**src/rtl/sqrt_poly_pkg.sv**
```systemverilog
// -----------------------------------------------------------------------------
// sqrt_poly_pkg
//   Shared constants, coefficient tables and helpers for the sqrt_poly pipeline.
//   sqrt(m) on m in [1,4) is approximated with 64 chord segments:
//     32 segments of width 1/32 over [1,2), 32 segments of width 1/16 over [2,4).
//   C0[i] = sqrt(segment start), u2.18, rounded up.
//   C1[i] = (sqrt(end) - sqrt(start)) / width, u1.13, rounded up.
//   A chord always lies below sqrt, so both coefficients are rounded upward.
//   This pulls the worst-case error back toward zero.
//   The tables are computed from exact integer square roots when the design
//   is elaborated, so no hand-typed constants can go stale.
// -----------------------------------------------------------------------------
package sqrt_poly_pkg;

    // Interface formats
    localparam int XW       = 31;   // u7.24 input
    localparam int XFRAC    = 24;
    localparam int YW       = 17;   // u4.13 output
    localparam int YFRAC    = 13;
    localparam int SEG_BITS = 5;    // segments per octave = 2**SEG_BITS
    localparam int SEGS     = 2 * (1 << SEG_BITS);

    // Internal formats
    localparam int MW       = 32;   // normalised mantissa, u2.30
    localparam int MFRAC    = 30;
    localparam int DMW      = 26;   // offset inside a segment, units 2^-30
    localparam int C0W      = 20;   // u2.18
    localparam int C0FRAC   = 18;
    localparam int C1W      = 14;   // u1.13
    localparam int C1FRAC   = 13;
    localparam int PW       = C1W + DMW;         // C1*dm product width
    localparam int PFRAC    = C1FRAC + MFRAC;    // product fraction bits (43)
    localparam int C0_ALIGN = PFRAC - C0FRAC;    // shift C0 onto product scale
    localparam int SW       = PFRAC + 3;         // sum plus rounding headroom
    // Output shift = PFRAC - YFRAC - k, with k = p_half - XFRAC/2.
    // That gives DEN_BASE - p_half, where p_half = leading-one position / 2.
    localparam int DEN_BASE = PFRAC - YFRAC + XFRAC / 2;

    // Scale used for the boundary roots while the tables are built.
    localparam int ROOT_FRAC = 30;

    // Position of the highest set bit; 0 when v is zero (zero flagged separately)
    function automatic logic [4:0] lod31(input logic [XW-1:0] v);
        logic [4:0] pos;
        pos = '0;
        for (int i = 0; i < XW; i++) begin
            if (v[i]) pos = 5'(i);
        end
        return pos;
    endfunction

    // floor(sqrt(n)) for n < 2^64, bit by bit
    function automatic logic [63:0] isqrt64(input logic [63:0] n);
        logic [63:0] r;
        logic [63:0] t;
        r = '0;
        for (int b = 31; b >= 0; b--) begin
            t = r | (64'd1 << b);
            if (t * t <= n) r = t;
        end
        return r;
    endfunction

    // sqrt of a segment boundary, scaled by 2^ROOT_FRAC.
    // edge_off = 0 gives the segment start; edge_off = 1 gives the segment end.
    // Boundaries in [1,2) are (32+i)/32; boundaries in [2,4) are (32+j)/16 = idx/16.
    function automatic logic [63:0] seg_root(input int idx, input int edge_off);
        logic [63:0] n;
        if (idx < 32) n = 64'(32 + idx + edge_off) << 55;   // value * 2^60
        else          n = 64'(idx + edge_off) << 56;
        return isqrt64(n);
    endfunction

    function automatic logic [SEGS*C0W-1:0] gen_c0();
        logic [SEGS*C0W-1:0] r;
        r = '0;
        for (int i = 0; i < SEGS; i++) begin
            // ceil from 2^-30 down to 2^-18
            r[i*C0W +: C0W] = C0W'((seg_root(i, 0) + 64'd4095) >> (ROOT_FRAC - C0FRAC));
        end
        return r;
    endfunction

    function automatic logic [SEGS*C1W-1:0] gen_c1();
        logic [SEGS*C1W-1:0] r;
        logic [63:0]         d;
        r = '0;
        for (int i = 0; i < SEGS; i++) begin
            d = seg_root(i, 1) - seg_root(i, 0);
            // slope*2^13 = d * 2^13 / width / 2^30; width is 2^-5 or 2^-4
            if (i < 32) r[i*C1W +: C1W] = C1W'((d + 64'd4095) >> 12);
            else        r[i*C1W +: C1W] = C1W'((d + 64'd8191) >> 13);
        end
        return r;
    endfunction

    localparam logic [SEGS*C0W-1:0] C0_TAB = gen_c0();
    localparam logic [SEGS*C1W-1:0] C1_TAB = gen_c1();

    function automatic logic [C0W-1:0] c0_rom(input logic [SEG_BITS:0] seg);
        return C0_TAB[seg*C0W +: C0W];
    endfunction

    function automatic logic [C1W-1:0] c1_rom(input logic [SEG_BITS:0] seg);
        return C1_TAB[seg*C1W +: C1W];
    endfunction

endpackage

```
**src/rtl/sqrt_poly_lod.sv**
```systemverilog
// -----------------------------------------------------------------------------
// sqrt_poly_lod
//   31-bit leading-one detector. This block is purely combinational.
//   Ports:
//     x     in   31  operand
//     pos   out  5   index of the highest set bit (0 when x is zero)
//     zero  out  1   x is all zeros
// -----------------------------------------------------------------------------
module sqrt_poly_lod
    import sqrt_poly_pkg::*;
(
    input  logic [XW-1:0] x,
    output logic [4:0]    pos,
    output logic          zero
);

    assign pos  = lod31(x);
    assign zero = (x == '0);

endmodule

```
**src/rtl/sqrt_poly.sv**
```systemverilog
// -----------------------------------------------------------------------------
// sqrt_poly
//   Pipelined fixed-point square root for the Box-Muller path.
//   The block accepts one sample per clock and has no handshake.
//   The input x is u7.24 and the result is u4.13.
//   x sampled at edge k appears on SqrtValue after edge k+3.
//   Pipeline:
//     edge k   : x_r          <- x
//     edge k+1 : m_r, p_half  <- leading-one detect and normalise to [1,4)
//     edge k+2 : c0_r, prod_r <- coefficient lookup and C1*dm
//     edge k+3 : SqrtValue    <- C0 + C1*dm, denormalise, round, saturate
//   Ports:
//     clk        in   1   rising-edge clock
//     reset      in   1   synchronous, active-high; clears every stage
//     x          in   31  operand, unsigned u7.24
//     SqrtValue  out  17  sqrt(x), unsigned u4.13, registered
// -----------------------------------------------------------------------------
module sqrt_poly
    import sqrt_poly_pkg::*;
(
    input  logic          clk,
    input  logic          reset,
    input  logic [XW-1:0] x,
    output logic [YW-1:0] SqrtValue
);

    // ---------------------------------------------------------------- stage 0
    logic [XW-1:0] x_r;

    always_ff @(posedge clk) begin
        if (reset) x_r <= '0;
        else       x_r <= x;
    end

    // ---------------------------------------------------------------- stage 1
    // With p = leading-one position, E = p - 24.
    // Rounding E down to even makes the root shift E'/2 an integer:
    //   E'/2 = p[4:1] - 12.
    // An even p puts the leading one at bit 30, so m is in [1,2).
    // An odd p puts it at bit 31, so m is in [2,4).
    // The normalise shift is therefore 30 - p + p[0].
    logic [4:0]    lod_pos;
    logic          lod_zero;
    logic [4:0]    norm_sh;
    logic [MW-1:0] m_next;

    sqrt_poly_lod u_lod (
        .x    (x_r),
        .pos  (lod_pos),
        .zero (lod_zero)
    );

    always_comb begin
        norm_sh = 5'd30 - lod_pos + {4'b0, lod_pos[0]};
        m_next  = {1'b0, x_r} << norm_sh;
    end

    // nz = 0 forces a zero result.
    // A flushed stage (all zeros) therefore always yields 0 at the output.
    logic [MW-1:0] m_r;
    logic [3:0]    phalf_b;
    logic          nz_b;

    always_ff @(posedge clk) begin
        if (reset) begin
            m_r     <= '0;
            phalf_b <= '0;
            nz_b    <= 1'b0;
        end else begin
            m_r     <= m_next;
            phalf_b <= lod_pos[4:1];
            nz_b    <= ~lod_zero;
        end
    end

    // ---------------------------------------------------------------- stage 2
    // The segment is selected by the octave bit (m >= 2) plus the next
    // SEG_BITS bits below the leading one.
    // dm is the remainder, still in units of 2^-30, so C1*dm needs no rescaling.
    logic [SEG_BITS:0] seg;
    logic [DMW-1:0]    dm;
    logic [C1W-1:0]    c1;
    logic [PW-1:0]     prod_next;

    always_comb begin
        if (m_r[MW-1]) begin
            seg = {1'b1, m_r[30:26]};
            dm  = m_r[25:0];
        end else begin
            seg = {1'b0, m_r[29:25]};
            dm  = {1'b0, m_r[24:0]};
        end
        c1        = c1_rom(seg);
        prod_next = PW'(c1) * PW'(dm);
    end

    logic [C0W-1:0] c0_r;
    logic [PW-1:0]  prod_r;
    logic [3:0]     phalf_c;
    logic           nz_c;

    always_ff @(posedge clk) begin
        if (reset) begin
            c0_r    <= '0;
            prod_r  <= '0;
            phalf_c <= '0;
            nz_c    <= 1'b0;
        end else begin
            c0_r    <= c0_rom(seg);
            prod_r  <= prod_next;
            phalf_c <= phalf_b;
            nz_c    <= nz_b;
        end
    end

    // ---------------------------------------------------------------- stage 3
    // The sum s is held at 2^-43 resolution.
    // The result is s * 2^k taken to 13 fraction bits, which is a right
    // shift by DEN_BASE - p_half (27..42).
    // Half an output LSB is added before the shift for round-to-nearest.
    logic [SW-1:0] s_sum;
    logic [SW-1:0] s_rnd;
    logic [SW-1:0] y_wide;
    logic [5:0]    den_sh;
    logic [YW-1:0] y_next;

    always_comb begin
        den_sh = 6'(DEN_BASE) - {2'b0, phalf_c};
        s_sum  = SW'({c0_r, {C0_ALIGN{1'b0}}}) + SW'(prod_r);
        s_rnd  = s_sum + (SW'(1) << (den_sh - 6'd1));
        y_wide = s_rnd >> den_sh;
        if (!nz_c)                 y_next = '0;
        else if (|y_wide[SW-1:YW]) y_next = '1;
        else                       y_next = y_wide[YW-1:0];
    end

    always_ff @(posedge clk) begin
        if (reset) SqrtValue <= '0;
        else       SqrtValue <= y_next;
    end

endmodule

```
**config.mk**
```make
export PLATFORM = sky130hd
export DESIGN_NAME = sqrt_poly
export DESIGN_NICKNAME = d
export VERILOG_FILES = /design/src/rtl/sqrt_poly_pkg.sv /design/src/rtl/sqrt_poly_lod.sv /design/src/rtl/sqrt_poly.sv
export SDC_FILE = /design/constraint.sdc
export NUM_CORES = 1
export LEC_CHECK = 0
export CAP_MARGIN = 10
export CORE_ASPECT_RATIO = 0.6
export CORE_MARGIN = 10
export CORE_UTILIZATION = 59
export DETAILED_ROUTE_END_ITERATION = 8
export PLACE_DENSITY = 0.79
export SYNTH_ARGS = -nofsm -noshare
export SYNTH_HDL_FRONTEND = slang
export SYNTH_HIERARCHICAL = 1
export SYNTH_SLANG_ARGS = --single-unit
```
**constraint.sdc**
```tcl
create_clock -name clk -period 9.1 [get_ports clk]
set_input_delay 0.91 -clock clk [delete_from_list [all_inputs] [get_ports clk]]
set_output_delay 0.91 -clock clk [all_outputs]
set_load 0.01 [all_outputs]
```
# After elaboration in Yosys (flattened, before gate mapping)
# Cells that the tools add are included.
# W data, S select, Z words.
# classes
add_sub_neg	6
n_mul	3
shifts	5
n_mux	33
bitwise	2
n_reduce_logical	3
# op_table
op	count
$shiftx A1280 B12 Y20 const A	1
$shiftx A896 B11 Y14 const A	1
$mux W5	15
$add A45 B40 Y46	1
$add A46 B46 Y46	1
$shl A1 B6 Y46 const A	1
$shr A46 B6 Y46	1
$mul A14 B26 Y40	1
$mux W4	8
$shl A31 B5 Y32	1
$logic_not A31 Y1	1
$reduce_or A29 Y1	1
$mux W26	1
$mul A6 B3 Y9 const B	2
$mux W17	1
$mux W3	4
$mux W6	1
$sub A6 B1 Y6 const B	1
$sub A6 B4 Y6 const A	1
$add A5 B1 Y5	1
$sub A5 B5 Y5 const A	1
$mux W2	2
$not A1 Y1	2
$reduce_or A2 Y1	1
$mux W1	1
# word_totals
reg_bits	150
in_bits	33
elab_cells	61

# Depth between registers and ports, before layout
# depth
ltp_word	33
ltp_mapped	39

# Cells and area by module
# The synthesis kept the hierarchy.
# modules_own_cells
mod	n_inst	cells_per_inst	area_each_um2	seq_area_each_um2
sqrt_poly	1	3163	24770.0	2982.9
sqrt_poly_lod	1	61	366.6	0.0

# Worst setup path before layout
# No wires, ideal clock.
# synth_path
kind	register -> register
startpoint	register m_r[31]
endpoint	register prod_r[39]
arrival_ns	9.283
required_ns	8.968
slack_ns	-0.315
stages_incl_launch_ff	39
path_buffers	6
synth_period_minus_slack_ns	9.415
path_cell_list	dfxtp_1 > mux2i_1 > clkbuf_1 > clkbuf_1 > clkbuf_1 > ha_1 > clkbuf_1 > a21oi_1 > o21ai_0 > nand2_1 > o21ai_0 > clkbuf_1 > nor2b_1 > fa_1 > inv_1 > fa_1 > inv_1 > fa_1 > (+3 left out) > fa_1 > inv_1 > ha_1 > clkbuf_1 > a21oi_1 > o221ai_1 > a21o_1 > a21o_1 > a21o_1 > a21oi_1 > o21ai_0 > a211o_1 > o31a_1 > a2111oi_0 > o21bai_1 > a21o_1 > a211oi_1 > nor3_1
# synth_via
elab_chain_len	4
elab_cells_between_ends	5
# synth_lines
item	line	source
start, declared	sqrt_poly.sv:60	logic [MW-1:0] m_r;
start signal, assigned	sqrt_poly.sv:70	m_r <= m_next;
$mux W6	sqrt_poly.sv:86	if (m_r[MW-1]) begin
$mul A6 B3 Y9	sqrt_poly_pkg.sv:105	return C1_TAB[seg*C1W +: C1W];
$shiftx A896 B11 Y14	sqrt_poly_pkg.sv:105	
$mul A14 B26 Y40 *	sqrt_poly.sv:94	prod_next = PW'(c1) * PW'(dm);
end signal, assigned	sqrt_poly.sv:110	prod_r <= prod_next;
end, declared	sqrt_poly.sv:98	logic [PW-1:0] prod_r;
# Mark *: on every way between the ends. The rest lies on a longest branch, timed or not.
# A chain may end at the register's enable or synchronous reset.

# Worst setup path in the final report
# layout_path
startpoint	register phalf_c[1]
endpoint	register SqrtValue[7]
# layout_via
elab_chain_len	7
# layout_lines
item	line	source
start, declared	sqrt_poly.sv:99	logic [3:0] phalf_c;
start signal, assigned	sqrt_poly.sv:111	phalf_c <= phalf_b;
$sub A6 B4 Y6 *	sqrt_poly.sv:128	den_sh = 6'(DEN_BASE) - {2'b0, phalf_c};
$sub A6 B1 Y6	sqrt_poly.sv:130	s_rnd = s_sum + (SW'(1) << (den_sh - 6'd1));
$shl A1 B6 Y46	sqrt_poly.sv:130	
$add A46 B46 Y46	sqrt_poly.sv:130	
$shr A46 B6 Y46 *	sqrt_poly.sv:131	y_wide = s_rnd >> den_sh;
$reduce_or A29 Y1	sqrt_poly.sv:133	else if (|y_wide[SW-1:YW]) y_next = '1;
$mux W17 *	sqrt_poly.sv:133	
end signal, assigned	sqrt_poly.sv:139	else SqrtValue <= y_next;
end, declared	sqrt_poly.sv:24	output logic [YW-1:0] SqrtValue
# Marked as above.

==> impl_metrics.py <==
metrics = {
    "route": {
        "viasPerCell": 6.67,
        "drt_iter0_drc": 4222,
        "vias": 25500,
        "ant_nets": 0,
        "routed_wl_um": 94900,
        "routedWlPerCell_um": 24.8,
        "drc": 0,
        "drtPass1Iterations": 8,
    },
    "clock_tree": {
        "cts_buffers": 17,
        "cts_tree": "yes",
        "ctsHtreeMaxLevel": 4,
        "cts_max_path_buffers": 2,
        "clk_pin_slew_ns": 0.08,
        "clk-insertion-delay-late_ns": 0.47,
        "clock-root-buffer": "clkbuf_16",
        "cts_num_sinks": 149,
        "hold_buffers": 0,
    },
    "floorplan": {
        "die-area_um2": 51300,
        "die_y_um": 179,
        "initial_core_util": 0.597,
        "coreArea_um2": 41900,
        "fp.dieW_um": 286,
        "num_rows": 58,
        "io_pins": 50,
    },
    "power_and_ir_drop": {
        "p_leak_nw": 12.7,
        "p_sw_frac": 0.540,
        "clock_power_share": 0.112,
        "powerDensity_nw_per_um2": 256,
        "irDropWorstVdd_v": 0.000180,
        "p_int_mw": 3.24,
        "p_sw_mw": 3.81,
        "seq_power_share": 0.124,
        "p_comb_frac": 0.765,
    },
    "global_route": {
        "grt_pass1_vias": 24500,
        "antenna_found_initial": 4,
        "grt_max_degree": 70,
        "grt_overflow": 0,
        "grt_use_total": 0.362,
        "grt_first_pass_wirelength_um": 145000,
    },
    "synthesis": {
        "netlist_instances": 3199,
        "avgSynthCellArea_um2": 7.81,
        "synth-warning-count": 6,
        "synth_area_um2": 25000,
    },
    "placement": {
        "port_buffers": 49,
        "dpl.hpwl_um": 75600,
        "dp_cells": 3783,
        "place_congestion": 1.11,
        "dp_worst_setup_slack_ns": -0.303,
    },
    "final_layout": {
        "syn_to_final_growth_pct": 10.3,
        "multi_input_area_um2": 20100,
        "fillerInstances": 3376,
        "fin_cells": 3825,
        "ff_latch_area_um2": 2990,
        "drive_above_1_share": 0.103,
        "fin_nets": 3736,
    },
    "status": {
        "outcome": "finished, violations left",
        "violations": "slew limit",
    },
    "setup_path": {
        "cp-end-kind": "register",
        "worstSetupStartpointType": "register",
        "critPathMaxStageDelay_ns": 0.91,
        "required_ns": 9.46,
        "rr_worst_depth": 28,
        "cp_max_fo": 13,
        "critPathSlowestCell": "xnor2_1",
        "worstSetupPathType": "reg -> reg",
        "arrival_ns": 9.34,
    },
    "timing": {
        "finalHoldViolCount": 0,
        "worstMarginPinSlew_ns": 1.57,
        "whs_ns": 0.441,
        "fmax_mhz": 111,
        "finalMaxSlewViolations": 6,
        "skew_ns": 0.0177,
        "finalSetupViolations": 0,
        "min_period_ns": 8.98,
        "slew_headroom": -0.0547,
        "fin_crit_sh": 0.987,
        "fin_ws_ns": 0.118,
    },
    "job": {
        "drv_cap": 0,
    },
    "min_path": {
        "min_path_cells": 1,
        "worstHoldPathType": "reg -> reg",
    },
}
[registers in the layout, indices dropped and copies added (netlist names)]
register / flops
SqrtValue: 17
c0_r: 19
m_r: 32
nz_b: 1
nz_c: 1
phalf_b: 4
phalf_c: 4
prod_r: 40
x_r: 31
[what timing repair did]
item | CTS | global route
pin swaps | 0 | 4
resized for setup | 9 | 32
setup buffers | 0 | 6
endpoints found under the hold margin | 0 | 0
endpoints found under the setup margin | 4 | 7
[layer usage]
| metal | vias to the layer above | routed length (µm) | global-route usage | share of wire |
|---|---|---|---|---|
| met1 | 12300 | 40900 | 0.541 | 0.43 |
| li1 | 11000 | - | - | - |
| met2 | 1965 | 35000 | 0.461 | 0.37 |
| met4 | 6 | 2230 | 0.0829 | 0.023 |
| met3 | 244 | 16600 | 0.157 | 0.18 |
| met5 | - | 91 | 0.00960 | 0.00096 |
[per-stage QoR]
| stage | cell area (µm²) | utilization | power (mW) | setup TNS [ns] |
|---|---|---|---|---|
| detailed placement | 26700 | 0.637 | 5.94 | -0.638 |
| floorplan | 25000 | - | 4.33 | 0 |
| global route | 27500 | 0.658 | 7.56 | -0.0203 |
| finish | 27600 | 0.658 | 7.04 | 0 |
| CTS | 27300 | 0.653 | 6.76 | 0 |
| global placement | 26700 | 0.637 | 5.79 | -0.100 |
[critical path: cells and delay by family, from the launching register on]
kind	cells	cell delay (ns)
compound gates	11	2.40
xor+xnor	2	1.32
fa+ha+maj	3	1.54
buf+inv	5	0.70
flops	1	0.65
mux	1	0.52
simple gates	6	1.73
[worst paths after layout]
| check | slack (ns) | endpoint | startpoint |
|---|---|---|---|
| min | 0.44 | phalf_c[0] | phalf_b[0] |
| min reg2reg | 0.44 | phalf_c[0] | phalf_b[0] |
| max | 0.12 | SqrtValue[7] | phalf_c[1] |
| max reg2reg | 0.12 | SqrtValue[7] | phalf_c[1] |
[power groups by stage]
stage	Combinational (mW)	Sequential (mW)	Clock (mW)
3_3_place_gp	4.92	0.876	0
3_5_place_dp	5.06	0.879	0
5_1_grt	5.88	0.878	0.810
6_report	5.39	0.872	0.786
4_1_cts	5.12	0.865	0.782
2_1_floorplan	3.52	0.813	0
[cell usage in the layout, fill, tap and decap left out, types with 25 or more instances in the layout]
cell type and count:
nand2_1 361, inv_1 330, nor2_1 280, fa_1 255, a21oi_1 214, ha_1 207
buf_4 150, dfxtp_1 147, o21ai_0 135, nor2b_1 101, and2_1 96, nor3_1 75
mux2i_1 57, nand3_1 52, a211oi_1 49, clkdlybuf4s50_1 48, a21o_1 35, o211ai_1 32
xnor2_1 30, a31oi_1 29, nand4_1 29, and3_1 26, nor4_1 25
[layout make-up]
class / instances / share of cell area
clock inverter: 15 / 0.00718
clock buffer: 17 / 0.0154
sequential: 149 / 0.108
multi-input combinational: 2523 / 0.730
inverter: 335 / 0.0458
timing repair buffer: 212 / 0.0671
tap: 570 / 0.0259
antenna: 4 / 0.000363
No activity file was read; power rests on OpenSTA's default activity.
